===== src/rtl/simple_ram_if.sv =====
`default_nettype none
// ----------------------------------------------------------------------------
// Module   : simple_ram_if
// Brief    : Access bus for simple_ram: shared address, write enable/data,
//            read enable and registered read data.
// Revision : 1.0 - initial release
// ----------------------------------------------------------------------------
interface simple_ram_if #(
  parameter int ADDR_WIDTH = 4,
  parameter int MEM_WIDTH  = 16
);
  logic                  WrEn;
  logic                  RdEn;
  logic [ADDR_WIDTH-1:0] address;
  logic [MEM_WIDTH-1:0]  WrData;
  logic [MEM_WIDTH-1:0]  RdData;

  modport master (
    output WrEn,
    output RdEn,
    output address,
    output WrData,
    input  RdData
  );

  modport slave (
    input  WrEn,
    input  RdEn,
    input  address,
    input  WrData,
    output RdData
  );
endinterface
`default_nettype wire


===== src/rtl/simple_ram.sv =====
`default_nettype none
// ----------------------------------------------------------------------------
// Module   : simple_ram
// Brief    : Single-port synchronous RAM, separate write/read enables,
//            registered read port, asynchronous active-low clear of all
//            storage. Out-of-range addresses never touch storage and read 0.
// Revision : 1.0 - initial release
// ----------------------------------------------------------------------------
module simple_ram #(
  parameter int ADDR_WIDTH = 4,
  parameter int MEM_DEPTH  = 8,
  parameter int MEM_WIDTH  = 16
) (
  input  wire         CLK,
  input  wire         RST,
  simple_ram_if.slave bus
);

  // Index width into the storage array; address bits above this are only
  // used to detect out-of-range accesses (no aliasing).
  localparam int IDX_WIDTH = (MEM_DEPTH > 1) ? $clog2(MEM_DEPTH) : 1;
  localparam logic [ADDR_WIDTH:0] C_DEPTH = MEM_DEPTH[ADDR_WIDTH:0];

  logic [MEM_WIDTH-1:0] mem [MEM_DEPTH];
  logic [MEM_WIDTH-1:0] rd_data;
  logic                 in_range;
  logic [IDX_WIDTH-1:0] idx;

  // Decode address: range check against the implemented depth.
  always_comb begin
    in_range = ({1'b0, bus.address} < C_DEPTH);
    idx      = bus.address[IDX_WIDTH-1:0];
  end

  // Storage: cleared on reset, written only for in-range addresses.
  always_ff @(posedge CLK or negedge RST) begin
    if (!RST) begin
      for (int i = 0; i < MEM_DEPTH; i++) begin
        mem[i] <= '0;
      end
    end else if (bus.WrEn && in_range) begin
      mem[idx] <= bus.WrData;
    end
  end

  // Read register: loads only when reading without a competing write;
  // out-of-range reads return zero.
  always_ff @(posedge CLK or negedge RST) begin
    if (!RST) begin
      rd_data <= '0;
    end else if (bus.RdEn && !bus.WrEn) begin
      rd_data <= in_range ? mem[idx] : '0;
    end
  end

  assign bus.RdData = rd_data;

endmodule
`default_nettype wire


===== src/flat_wrapper.sv =====
// flat-port wrapper written by rule: the top's interface ports become plain ports
module simple_ram_flat 
#(
  parameter int ADDR_WIDTH = 4,
  parameter int MEM_DEPTH  = 8,
  parameter int MEM_WIDTH  = 16
)
  (CLK, RST, bus_WrEn, bus_RdEn, bus_address, bus_WrData, bus_RdData);
  simple_ram_if #(.ADDR_WIDTH(ADDR_WIDTH), .MEM_WIDTH(MEM_WIDTH)) bus_i ();
  input  wire CLK;
  input  wire RST;
  input wire logic [$bits(bus_i.WrEn)-1:0] bus_WrEn;
  input wire logic [$bits(bus_i.RdEn)-1:0] bus_RdEn;
  input wire logic [$bits(bus_i.address)-1:0] bus_address;
  input wire logic [$bits(bus_i.WrData)-1:0] bus_WrData;
  output wire logic [$bits(bus_i.RdData)-1:0] bus_RdData;
  assign bus_i.WrEn = bus_WrEn;
  assign bus_i.RdEn = bus_RdEn;
  assign bus_i.address = bus_address;
  assign bus_i.WrData = bus_WrData;
  assign bus_RdData = bus_i.RdData;
  simple_ram #(.ADDR_WIDTH(ADDR_WIDTH), .MEM_DEPTH(MEM_DEPTH), .MEM_WIDTH(MEM_WIDTH)) u_core (.CLK(CLK), .RST(RST), .bus(bus_i));
endmodule

===== config.mk =====
export PLATFORM = sky130hd
export DESIGN_NAME = simple_ram_flat
export DESIGN_NICKNAME = d
export VERILOG_FILES = /design/src/rtl/simple_ram_if.sv /design/src/rtl/simple_ram.sv /design/src/flat_wrapper.sv
export SDC_FILE = /design/constraint.sdc
export NUM_CORES = 1
export LEC_CHECK = 0
export ABC_CLOCK_PERIOD_IN_PS = 1100
export CAP_MARGIN = 0
export CORE_ASPECT_RATIO = 0.8
export CORE_MARGIN = 8
export CORE_UTILIZATION = 57
export DETAILED_ROUTE_END_ITERATION = 8
export PLACE_DENSITY = 0.75
export SLEW_MARGIN = 0
export SYNTH_ARGS = -nofsm -noshare
export SYNTH_HDL_FRONTEND = slang
export SYNTH_SLANG_ARGS = --single-unit
export TNS_END_PERCENT = 1

===== constraint.sdc =====
create_clock -name CLK -period 1.1 [get_ports CLK]
set_input_delay 0.22 -clock CLK [delete_from_list [all_inputs] [get_ports CLK]]
set_output_delay 0.22 -clock CLK [all_outputs]
set_load 0.05 [all_outputs]

==> flow_summary.yaml <==
status:
  run_status: "finished with violations"
  violations: "negative setup slack"
power:
  ir_drop_v: 0.001355
  p_leak_nw: 3.852
  p_per_area_mw_per_mm2: 1945
synth:
  yosysTopAreaCell: "dfrtp_1"
  yosysSeqAreaShare_pct: 56.42
  synth_top_flop_cell: "dfrtp_1"
  syn_inst: 460
  syn-num-nets: 484
  avgSynthCellArea_um2: 13.89
  synth_edf_count: 0
  ys_ff_latch: 144
  synthTopCellsByArea: "dfrtp_1 56%, mux2_2 23%, mux2i_1 10%, o22ai_1 3.1%, nand2_1 1.9%"
  ys_top_cells_by_count: "144 x dfrtp_1, 128 x mux2_2, 64 x mux2i_1, 33 x nand2_1, 32 x o22ai_1"
  synth_most_common_cell: "dfrtp_1"
  synth_top_area_share_pct: 56.42
  async_flop_share_pct: 100.0
  yosysWarnings: 0
  synth_cell_types: 21
  syn-cell-area_mm2: 0.006387
clock_network:
  root_buffer: "clkbuf_16"
  htree_levels: 4
  cts_num_sinks: 144
  clk_pin_slew_ns: 0.06
  cts_buffer_depth: 2
  clk_latency_ns: 0.41
  cts_buffers: 17
  cts_tree: "done"
timing:
  hold_slack_ns: 0.2636
  worst_pin_slew_ns: 0.3499
  max_freq_mhz: 808.5
  rsz0062_at_grt: "true"
  hold_violations: 0
  skew_ns: 0.007179
  slew_viol_final: 0
  final.period_utilization_pct: 112.4
  layout_min_cycle_time_ns: 1.237
  setup_ws_ns: -0.1369
  setup_violations: 17
  relSlewSlack_pct: 76.60
setup_path:
  crit_path_end_kind: "primary output"
  arrival_ns: 1.02
  path_class: "flop to primary output"
  cp_slowest_cell: "dfrtp_2"
  path_buf_inv: 1
  reg2regPathDepth: 4
  crit_chain: "buf_12"
  cpPeakStageDelay_ns: 0.44
  worstPathRequired_ns: 0.88
  start_kind: "flop"
  worst-path-max-fanout: 2
  path_depth: 1
  critPathTopFamily: "flip-flops"
floorplanning:
  rows: 34
  core_area_mm2: 0.01089
  chipWidth_um: 134.4
  ioPinCount: 40
  fp.dieH_um: 110.7
  dieArea_mm2: 0.01487
  start_util_pct: 58.65
finish:
  finish.utilization_pct: 76.51
  postLayoutCellArea_mm2: 0.008332
  diodes: 0
  area_growth_pct: 30.44
  num-nets-final: 574
  layout-drive-gt1-share_pct: 46.00
  fin_cells: 707
placement:
  pre_cts_slack_ns: -0.7730
  finalWeightedCongestion: 0.7853
  place_area_mm2: 0.007647
  dp_hpwl_um: 10200
  port_buffers: 39
  dp_cells: 672
detailed_routing:
  drtIter0Drc: 336
  detail_route.drc_violations: 0
  routed_wl_um: 15480
  vias: 4173
  wire_per_inst_um: 21.90
  ant_nets: 0
  firstDrtPassIters: 6
  viasPerCell: 5.902
global_routing:
  grt-ovfl-total: 0
  first_global_vias: 4530
  grtUsageTotal_pct: 21.62
  antenna_found_initial: 0
  grt_pass1_wl_um: 25110
  grt_max_degree: 30
run:
  maxCapViolCount: 0
worst_hold_path:
  hold_class: "input pin to asynchronous set/reset pin"
-- kinds of logic (layout without fill, tap and decap cells) --
group,Yosys count,after routing,share of synthesized area (%)
mux,192,192,32.60
buf+inv,27,130,2.311
simple gates,49,49,4.290
flops,144,144,56.42
compound gates,48,48,4.388
-- metrics by stage --
| stage | TNS [ns] | total power [mW] |
|---|---|---|
| after CTS | -1.931 | 16.21 |
| final | -1.773 | 16.20 |
| after detailed placement | -100.42 | 10.44 |
| after floorplan | -26.81 | 9.064 |
| after global routing | -2.251 | 16.88 |
| after global placement | -94.91 | 10.22 |
-- area by class of cell --
class / instances / area [µm²]
flip-flops and latches: 144 / 3605
multi-input cells: 289 / 2719
fillers: 656 / 2559
well taps: 144 / 180.2
clock inverters: 14 / 160.2
clock buffers: 18 / 439.2
repair buffers: 98 / 1229
-- routing by layer --
| metal | wire (µm) | GRT usage (%) | part of all wire (%) |
|---|---|---|---|
| met1 | 6780 | 28.38 | 44 |
| met5 | 0 | 0 | 0 |
| met2 | 7831 | 34.84 | 51 |
| met4 | 231 | 8.290 | 1.5 |
| met3 | 637 | 3.986 | 4.1 |
-- power breakdown --
group,switching (mW),total [mW],internal (mW)
clock network,2.29,5.73,3.43
logic,1.41,3.27,1.86
registers,0.714,7.20,6.49
total,4.42,16.2,11.8
-- path summary, 6_finish.rpt --
kind | endpoint | from | slack [ns]
hold / removal | u_core.mem[2] | RST | 0.26
setup reg to reg | u_core.bus.RdData[14] | u_core.mem[30] | -0.01
min in group CLK | u_core.bus.RdData[4] | bus_address[3] | 0.33
max in group asynchronous | u_core.mem[78] | RST | 0.36
setup / recovery | bus_RdData[12] | u_core.bus.RdData[12] | -0.14
hold reg to reg | u_core.mem[58] | u_core.mem[58] | 0.51
-- registers in the layout, indices dropped and copies added (netlist names) --
name	cells
u_core.mem	128
u_core.bus.RdData	16
-- placed cells by master, fill, tap and decap left out --
cell type        Yosys  final
nand3b_2             2      2
nor2_1               2      2
inv_6                0      1
mux2i_2              0      4
nand3b_4             1      1
mux2_4               0     13
bufinv_16            0      2
clkinv_2             0      1
dfrtp_1            144    143
nor3b_4              1      1
o22ai_2              0      1
clkbuf_8             0      1
nand2_1             33     33
nor2_4               3      4
or2_4                0      1
mux2i_1             64     60
o21ai_1              0     13
buf_2               13      4
bufbuf_16            0      1
o22ai_1             32     31
clkinv_4             0      6
dfrtp_2              0      1
mux2_2             128    115
clkinvlp_4           0      3
buf_4                6     39
clkdlybuf4s50_1      0     17
dlygate4sd3_1        0      1
clkbuf_16            0     17
nand2b_1             3      1
nand2_2              1      1
buf_6                1      2
inv_8                0      1
o21ai_0             16      3
buf_12               0     34
nand3_2              1      1
nand2b_2             0      2
-- repair_timing --
item / in CTS / in global routing
gates resized for setup: 24 / 17
cloned: 1 / 0
buffers inserted: 1 / 0
pin swaps: 4 / 3
hold buffers: 1 / 0
endpoints found under the hold margin: 124 / 0
endpoints found under the setup margin: 160 / 72
Power figures use the tool's default switching activity.
